`config.mk`:
```
export PLATFORM = sky130hd
export DESIGN_NAME = adder_arbiter
export DESIGN_NICKNAME = d
export VERILOG_FILES = /design/src/rtl/adder_pkg.sv /design/src/rtl/adder.sv /design/src/rtl/rr_arbiter.sv /design/src/rtl/adder_arbiter.sv
export SDC_FILE = /design/constraint.sdc
export NUM_CORES = 1
export LEC_CHECK = 0
export ABC_AREA = 1
export CAP_MARGIN = 20
export CELL_PAD_IN_SITES_DETAIL_PLACEMENT = 1
export CELL_PAD_IN_SITES_GLOBAL_PLACEMENT = 1
export CORE_MARGIN = 1.5
export CORE_UTILIZATION = 32
export CTS_BUF_LIST = sky130_fd_sc_hd__clkbuf_4 sky130_fd_sc_hd__clkbuf_8 sky130_fd_sc_hd__clkbuf_16
export DETAILED_ROUTE_END_ITERATION = 10
export PLACE_DENSITY_LB_ADDON = 0.08
export SETUP_SLACK_MARGIN = 0.15
export SLEW_MARGIN = 20
export SYNTH_ARGS = -nofsm -noshare
export SYNTH_HDL_FRONTEND = slang
export SYNTH_HIERARCHICAL = 1
export SYNTH_SLANG_ARGS = --single-unit
```
`constraint.sdc`:
```
create_clock -name clk -period 2.96 [get_ports clk]
set_input_delay 0.444 -clock clk [delete_from_list [all_inputs] [get_ports clk]]
set_output_delay 0.444 -clock clk [all_outputs]
set_load 0.05 [all_outputs]
```
`src/rtl/adder_pkg.sv`:
```
// Shared defaults and types for the adder arbiter slice.
package adder_pkg;
  localparam int DEF_WIDTH = 16;
  localparam int DEF_ID_W  = 2;

  localparam logic [DEF_WIDTH-1:0] MAX_POS = 16'h7FFF;
  localparam logic [DEF_WIDTH-1:0] MAX_NEG = 16'h8000;

  typedef struct packed {
    logic [DEF_ID_W-1:0]  id;
    logic [DEF_WIDTH-1:0] sum;
    logic                 ovf;
  } resp_t;
endpackage

```
`src/rtl/adder.sv`:
```
// Shared combinational two's-complement adder.
module adder #(
  parameter int WIDTH = 16
) (
  input  logic [WIDTH-1:0] a,
  input  logic [WIDTH-1:0] b,
  output logic [WIDTH-1:0] sum
);
  assign sum = a + b;
endmodule

```
`src/rtl/rr_arbiter.sv`:
```
// Combinational round-robin picker: first asserted req after ptr, with wrap.
module rr_arbiter #(
  parameter int NUM_REQ = 4,
  parameter int ID_W    = 2
) (
  input  logic [NUM_REQ-1:0] req,
  input  logic [ID_W-1:0]    ptr,
  input  logic               en,
  output logic [NUM_REQ-1:0] gnt,
  output logic [ID_W-1:0]    gnt_id
);
  always_comb begin
    gnt    = '0;
    gnt_id = '0;
    if (en) begin
      // Scan farthest-first so the nearest requester after ptr overwrites last and wins.
      for (int k = NUM_REQ; k >= 1; k--) begin
        if (req[(int'(ptr) + k) % NUM_REQ]) begin
          gnt = '0;
          gnt[(int'(ptr) + k) % NUM_REQ] = 1'b1;
          gnt_id = ID_W'((int'(ptr) + k) % NUM_REQ);
        end
      end
    end
  end
endmodule

```
`src/rtl/adder_arbiter.sv`:
```
// Round-robin shared signed adder: operand stage, then result stage behind a
// backpressured response port.
module adder_arbiter import adder_pkg::*; #(
  parameter int NUM_REQ  = 4,
  parameter int WIDTH    = DEF_WIDTH,
  parameter int ID_W     = DEF_ID_W,
  parameter bit SATURATE = 1'b0
) (
  input  logic                     clk,
  input  logic                     rst_n,
  input  logic [NUM_REQ-1:0]       req_valid,
  input  logic [NUM_REQ*WIDTH-1:0] req_a,
  input  logic [NUM_REQ*WIDTH-1:0] req_b,
  output logic [NUM_REQ-1:0]       req_ready,
  output logic                     resp_valid,
  input  logic                     resp_ready,
  output logic [ID_W-1:0]          resp_id,
  output logic [WIDTH-1:0]         resp_sum,
  output logic                     resp_ovf,
  output logic                     busy
);
  logic               s1_valid, s2_valid, s1_free, s2_free, hs;
  logic [ID_W-1:0]    rr_ptr, gnt_id, s1_id;
  logic [NUM_REQ-1:0] gnt;
  logic [WIDTH-1:0]   sel_a, sel_b, s1_a, s1_b, raw_sum, nxt_sum;
  logic               nxt_ovf;

  assign s2_free = !s2_valid || resp_ready;
  assign s1_free = !s1_valid || s2_free;

  rr_arbiter #(.NUM_REQ(NUM_REQ), .ID_W(ID_W)) u_arb (
    .req    (req_valid),
    .ptr    (rr_ptr),
    .en     (s1_free),
    .gnt    (gnt),
    .gnt_id (gnt_id)
  );

  assign req_ready = gnt;
  assign hs        = |gnt;

  always_comb begin
    sel_a = '0;
    sel_b = '0;
    for (int i = 0; i < NUM_REQ; i++) begin
      if (gnt[i]) begin
        sel_a = req_a[i*WIDTH +: WIDTH];
        sel_b = req_b[i*WIDTH +: WIDTH];
      end
    end
  end

  adder #(.WIDTH(WIDTH)) u_adder (.a(s1_a), .b(s1_b), .sum(raw_sum));

  always_comb begin
    nxt_ovf = (s1_a[WIDTH-1] == s1_b[WIDTH-1]) && (raw_sum[WIDTH-1] != s1_a[WIDTH-1]);
    nxt_sum = raw_sum;
    // Clamp toward the sign of the operands (both share A's sign on overflow).
    if (SATURATE && nxt_ovf)
      nxt_sum = s1_a[WIDTH-1] ? {1'b1, {(WIDTH-1){1'b0}}} : {1'b0, {(WIDTH-1){1'b1}}};
  end

  always_ff @(posedge clk or negedge rst_n) begin
    if (!rst_n) begin
      s1_valid <= 1'b0;
      s1_a     <= '0;
      s1_b     <= '0;
      s1_id    <= '0;
      rr_ptr   <= ID_W'(NUM_REQ - 1);
    end else begin
      s1_valid <= hs || (s1_valid && !s2_free);
      if (hs) begin
        s1_a   <= sel_a;
        s1_b   <= sel_b;
        s1_id  <= gnt_id;
        rr_ptr <= gnt_id;
      end
    end
  end

  always_ff @(posedge clk or negedge rst_n) begin
    if (!rst_n) begin
      s2_valid <= 1'b0;
      resp_id  <= '0;
      resp_sum <= '0;
      resp_ovf <= 1'b0;
    end else if (s2_free && s1_valid) begin
      s2_valid <= 1'b1;
      resp_id  <= s1_id;
      resp_sum <= nxt_sum;
      resp_ovf <= nxt_ovf;
    end else if (resp_ready) begin
      s2_valid <= 1'b0;
    end
  end

  assign resp_valid = s2_valid;
  assign busy       = s1_valid || s2_valid;
endmodule

```
# After elaboration in Yosys (flattened, before gate mapping)

Index checks and enable logic that the tools add are counted.

Flip-flop bits (word level): 57

Reduce and logical (&&, ||, !) cells: 20
Muxes and demuxes: 40
Equal/unequal tests: 2
$lt $le $gt $ge: 8
Add/subtract/negate cells: 5
Bitwise gates (word level): 4

Operators with widths:

| kind                                                                                | number |
|---|---|
| 16-bit two-way mux                                                                  | 8 |
| 4-bit two-way mux                                                                   | 5 |
| 16-bit adder                                                                        | 1 |
| 3-bit by 4-bit less-than comparator with 1-bit output, second input constant        | 4 |
| 1-bit two-way mux                                                                   | 14 |
| 3-bit by 1-bit greater-or-equal comparator with 1-bit output, second input constant | 4 |
| 2-bit two-way mux                                                                   | 5 |
| 1-bit binary-select mux with 2-bit select                                           | 4 |
| 1-bit demux with 2-bit select                                                       | 4 |
| 2-bit OR reduction                                                                  | 4 |
| 1-bit logical AND                                                                   | 7 |
| 2-bit by 1-bit adder with 2-bit output, second input constant                       | 2 |
| 2-bit adder, second input constant                                                  | 2 |
| 1-bit bitwise AND, first input constant                                             | 4 |
| 1-bit logical OR                                                                    | 4 |
| 4-bit OR reduction                                                                  | 1 |
| 1-bit zero test                                                                     | 3 |
| 2-bit nonzero test                                                                  | 1 |
| 1-bit == test                                                                       | 1 |
| 1-bit inequality test                                                               | 1 |

# Logic depth before layout (Yosys ltp)

Word-level depth: 16
Depth in mapped cells: 18
Depth with buffers taken out: 16

# Hierarchy

Netlist, hierarchy kept.

Modules (own cells, without submodules):

| module        | cells each | sequential area each (µm²) | area each (µm²) | times used |
|---|---|---|---|---|
| adder_arbiter | 460        | 1428.9                     | 3394.5          | 1 |
| adder         | 176        | 0.0                        | 930.9           | 1 |
| rr_arbiter    | 95         | 0.0                        | 488.0           | 1 |

# Least setup slack after synthesis

Ideal clock, no wire load.

Path kind: register -> register
From: register rr_ptr[1]
To: register s1_a[15]
Stages on the path, launching flop included: 18
Path slack: 301 ps
Setup time: 124 ps
Data arrival time: 2535 ps
Required time: 2836 ps
Clock period less this slack: 2659 ps
Cell sequence: dfstp_2 > inv_1 > ha_1 > inv_1 > nand3_1 > nand2_2 > nor2_4 > nand2_1 > nand3_1 > nand2_1 > inv_1 > buf_6 > inv_6 > buf_4 > nand3_1 > nand2_1 > nand3_1 > nand3_1

Elaborated cells on any way between the ends: 54
Classes of those cells: add/sub: 4; order compare: 8; mux: 29; bitwise: 4; reduce/logical: 9

RTL lines:

| element                                                                                                                                                            | RTL line                           | RTL |
|---|---|---|
| start, declared                                                                                                                                                    | adder_arbiter.sv:23                | `logic [ID_W-1:0] rr_ptr, gnt_id, s1_id;` |
| start signal, assigned                                                                                                                                             | adder_arbiter.sv:69                | `rr_ptr <= ID_W'(NUM_REQ - 1);` |
| start signal, assigned                                                                                                                                             | adder_arbiter.sv:76                | `rr_ptr <= gnt_id;` |
| 2-bit by 1-bit adder with 2-bit output                                                                                                                             | rr_arbiter.sv:18, rr_arbiter.sv:20 |  |
| 2-bit OR reduction (no line)                                                                                                                                       | -                                  |  |
| 1-bit bitwise AND (no line)                                                                                                                                        | -                                  |  |
| 3-bit by 4-bit less-than comparator with 1-bit output (implied by the code) / 3-bit by 1-bit greater-or-equal comparator with 1-bit output (equally long branches) | rr_arbiter.sv:20                   | `gnt[(int'(ptr) + k) % NUM_REQ] = 1'b1;` |
| 1-bit logical AND (implied by the code)                                                                                                                            | rr_arbiter.sv:20                   |  |
| 1-bit two-way mux (implied by the code)                                                                                                                            | rr_arbiter.sv:20                   |  |
| 1-bit demux with 2-bit select                                                                                                                                      | -                                  |  |
| 4-bit two-way mux (3 in series)                                                                                                                                    | rr_arbiter.sv:18                   | `if (req[(int'(ptr) + k) % NUM_REQ]) begin` |
| 4-bit two-way mux *                                                                                                                                                | rr_arbiter.sv:18                   |  |
| 4-bit two-way mux *                                                                                                                                                | rr_arbiter.sv:15                   | `if (en) begin` |
| via req_ready[1]                                                                                                                                                   | adder_arbiter.sv:14                | `output logic [NUM_REQ-1:0] req_ready,` |
| 16-bit two-way mux (3 in series)                                                                                                                                   | adder_arbiter.sv:46                | `if (gnt[i]) begin` |
| end signal, assigned                                                                                                                                               | adder_arbiter.sv:73                | `s1_a <= sel_a;` |
| end, declared                                                                                                                                                      | adder_arbiter.sv:25                | `logic [WIDTH-1:0] sel_a, sel_b, s1_a, s1_b, raw_sum, nxt_sum;` |

Mark *: on every way through the listed nets, which the timed path passes. The rest lies on a longest branch. The select of a mux whose other input is x is not followed.
A chain may end at the register's enable or synchronous reset.

# Final worst setup path

From: register rr_ptr[1]
To: output req_ready[1]

Longest elaborated chain between the ends: 12
Elaborated cells on any way between the ends: 49
Classes of those cells: add/sub: 4; order compare: 8; mux: 25; bitwise: 4; reduce/logical: 8

Ends and longest elaborated chain:

| element                                                                                                                                                            | RTL line |
|---|---|
| 2-bit by 1-bit adder with 2-bit output                                                                                                                             | rr_arbiter.sv:18, rr_arbiter.sv:20 |
| 2-bit OR reduction (no line)                                                                                                                                       | - |
| 1-bit bitwise AND (no line)                                                                                                                                        | - |
| 3-bit by 4-bit less-than comparator with 1-bit output (implied by the code) / 3-bit by 1-bit greater-or-equal comparator with 1-bit output (equally long branches) | rr_arbiter.sv:20 |
| 1-bit logical AND (implied by the code)                                                                                                                            | rr_arbiter.sv:20 |
| 1-bit two-way mux (implied by the code)                                                                                                                            | rr_arbiter.sv:20 |
| 1-bit demux with 2-bit select                                                                                                                                      | - |
| 4-bit two-way mux (3 in series)                                                                                                                                    | rr_arbiter.sv:18 |
| 4-bit two-way mux *                                                                                                                                                | rr_arbiter.sv:18 |
| 4-bit two-way mux *                                                                                                                                                | rr_arbiter.sv:15 |
| end, declared                                                                                                                                                      | adder_arbiter.sv:14 |

Every way passes the cells marked *; elsewhere a longest branch is shown, timed or not. The select of a mux whose other input is x is not followed.

==> out/qor.csv <==
stage,metric,value,unit
hold_path,min-delay worst type,in -> async,
flow_run,# Max-Cap Violations,0,
placed_design,Place WS,0.189,ns
yosys,cell area after synthesis,0.00481,mm²
global_route,initial antenna violation count,0,
critical_path,Setup crit start kind,flip-flop,
critical_path,CP max FO,6,
sta,period utilization,93.5,%
placed_design,IO Port Bufs,159,
global_route,vias in the first global route,5525,
global_route,total grt overflow,0,
yosys,synthesized area per cell,6.58,µm²
floorplan,num rows,44,
route,remaining antenna violation count,0,
sta,setup violators final,0,
sta,"Hold Violations, Final",0,
sta,Fmax,361,MHz
route,Pre-Repair DR Iteration Count,4,
route,via/cell ratio,4.91,
sta,Setup TNS,0,ns
sta,PnR worst setup slack,0.192,ns
clock_tree,cts bufs inserted,9,
yosys,post-synthesis cell count,731,
route,WL final,17600,µm
global_route,pin count of the biggest net entering global routing,47,
yosys,Synth Register Bits,57,
route,DRC errors left,0,
clock_tree,H-tree depth,3,
clock_tree,Clock transition at path regs,0.05,ns
floorplan,CORE AREA,0.0146,mm²
final_layout,diode count,0,
route,DRT iter0 DRCs,314,
yosys,Synthesized Nets,888,
global_route,gr usage total,22.4,%
clock_tree,Clk Tree Root Cell,clkbuf_16,
critical_path,crit path DAT,2.32,ns
floorplan,die width,126,µm
placed_design,Final HPWL DP,13700,µm
placed_design,placer congestion estimate,0.852,
critical_path,CP required,2.52,ns
final_layout,area grow syn2layout,46.8,%
status,status,"complete, no violations",
clock_tree,cts hold-fix bufs,0,
yosys,"Distinct cells, synth",38,
clock_tree,# clock sinks,57,
sta,"Slew Viols, Final",0,
critical_path,kind of critical path,reg -> out,
floorplan,Die H,126,µm
clock_tree,CTS tree,done,
floorplan,io pins,160,
yosys,"Seq/Total Area, Yosys",29.7,%
critical_path,CP Capture Type,output pin,
final_layout,share of post-route cells with drive strength above 1,11.1,%
floorplan,Die ar.,0.0158,mm²
sta,setup repair after global routing missed its margin,yes,
yosys,Synth Warn #,6,
final_layout,Total Nets Final,1052,
route,WL/cell,16.3,µm
global_route,first-pass GRT wire length,28400,µm
sta,Layout Skew,0.00715,ns
sta,Slew headroom,40.7,%
clock_tree,clock latency on the worst-skew pair,0.32,ns
sta,fin crit period,2.77,ns
sta,worst-margin pin slew,0.890,ns
clock_tree,CTS Buffer Depth,2,
floorplan,starting density of the core,33.0,%
route,Via Count,5327,
## path summary, 6_finish.rpt
check                                        start                 endpoint  slack (ns)  depth (start not counted)
setup / recovery             rr_ptr[1]$_DFFE_PN1P_             req_ready[1]        0.19                         12
hold / removal                               rst_n   resp_valid$_DFFE_PN0P_        0.24                          1
setup reg to reg             rr_ptr[1]$_DFFE_PN1P_     s1_b[15]$_DFFE_PN0P_        0.28                         17
hold reg to reg            resp_sum[6]$_DFFE_PN0P_  resp_sum[6]$_DFFE_PN0P_        0.48                          2
max in group asynchronous                    rst_n     s1_b[13]$_DFFE_PN0P_        1.92                          2
min in group clk           resp_sum[6]$_DFFE_PN0P_  resp_sum[6]$_DFFE_PN0P_        0.48                          2
## kinds of logic after synthesis
| group | count (synthesis) | share of synthesized area, % |
|---|---|---|
| DFF | 57 | 29.7 |
| xor gates and xnor gates | 8 | 1.46 |
| AOI/OAI and AO/OA | 55 | 5.82 |
| buffers and inverters | 133 | 14.8 |
| adders and majority gates | 22 | 5.87 |
| and+or+nand+nor | 456 | 42.3 |
## cell usage after synthesis (all sizes together)
cell	number	area [µm²]
dlymetal6s2s	1	12.5
nand3	152	771
clkbuf	7	76.3
nor2	21	110
a21oi	44	224
ha	21	263
xnor2	2	17.5
and2	1	8.76
nor3	4	35.0
dfrtp	55	1380
inv	98	375
nand2	272	1070
nand4	1	6.26
nand3b	2	15.0
dfstp	2	52.6
buf	26	244
xor2	6	52.6
clkinv	1	5.00
or2	3	18.8
fa	1	20.0
o21ai	10	50.0
a31oi	1	6.26
## layout by cell type (no fill, tap or decap), types with 2 or more instances in the layout
| master | n |
|---|---|
| a21oi_1 | 42 |
| a21oi_2 | 2 |
| buf_12 | 9 |
| buf_4 | 20 |
| bufbuf_16 | 2 |
| bufinv_16 | 2 |
| clkbuf_16 | 9 |
| clkbuf_4 | 2 |
| clkdlybuf4s50_1 | 154 |
| clkinv_4 | 2 |
| clkinvlp_4 | 2 |
| dfrtp_1 | 55 |
| dfstp_2 | 2 |
| ha_1 | 20 |
| inv_1 | 86 |
| inv_2 | 6 |
| inv_4 | 4 |
| nand2_1 | 251 |
| nand2_2 | 17 |
| nand2_4 | 4 |
| nand3_1 | 148 |
| nand3_2 | 3 |
| nand3b_1 | 2 |
| nor2_1 | 18 |
| nor2_4 | 3 |
| nor3_2 | 3 |
| o21ai_0 | 5 |
| o21ai_1 | 5 |
| or2_1 | 2 |
| xnor2_1 | 2 |
| xor2_1 | 6 |
## registers in the layout (all words and copies together), names as in the netlist
name	count
resp_valid	1
s1_valid	1
s1_a	16
resp_sum	16
s1_b	16
resp_id	2
s1_id	2
rr_ptr	2
resp_ovf	1
## per-layer routing
metal | share of wire (%) | GRT usage [%]
met1 | 47 | 30.5
met2 | 48 | 38.2
met3 | 4.0 | 2.97
met4 | 0.96 | 4.48
met5 | 0 | 0
## critical path, cell delays in order (launching register included)
cell	delay, ns
dfstp_2	0.55
clkinvlp_4	0.16
ha_4	0.35
inv_4	0.05
nand3_4	0.07
nand2_4	0.08
nor2_4	0.14
nand2_2	0.07
nand3_1	0.08
nand2_2	0.10
inv_2	0.09
buf_12	0.12
buf_12	0.13
## per-stage QoR
stage	instances	instance area, µm²	hold WS (ns)	util [%]
2_1_floorplan	731	4810	0.148	-
3_3_place_gp	1053	6480	0.462	44.5
3_5_place_dp	1053	6480	0.467	44.5
4_1_cts	1075	6920	0.276	47.4
5_1_grt	1084	7070	0.338	48.4
6_report	1084	7070	0.243	48.4
## repair_timing
action                                  CTS  global route
setup buffers                             4             8
gates cloned                              2             1
endpoints found under the setup margin    4            41
pin swaps                                 0            11
hold endpoints to repair                  0             0
gates resized for setup                   7            23
## final cells by class
type | instances | area (µm²)
Fill cell | 1889 | 7520
Tap cell | 184 | 230
Multi-Input combinational cell | 542 | 2740
Timing Repair Buffer | 186 | 1940
Clock buffer | 11 | 240
Sequential cell | 57 | 1430
Clock inverter | 5 | 81.3
Inverter | 99 | 407
Power is not shown: default switching activity piles up to over one toggle a cycle in this logic, so the estimate is an artifact.
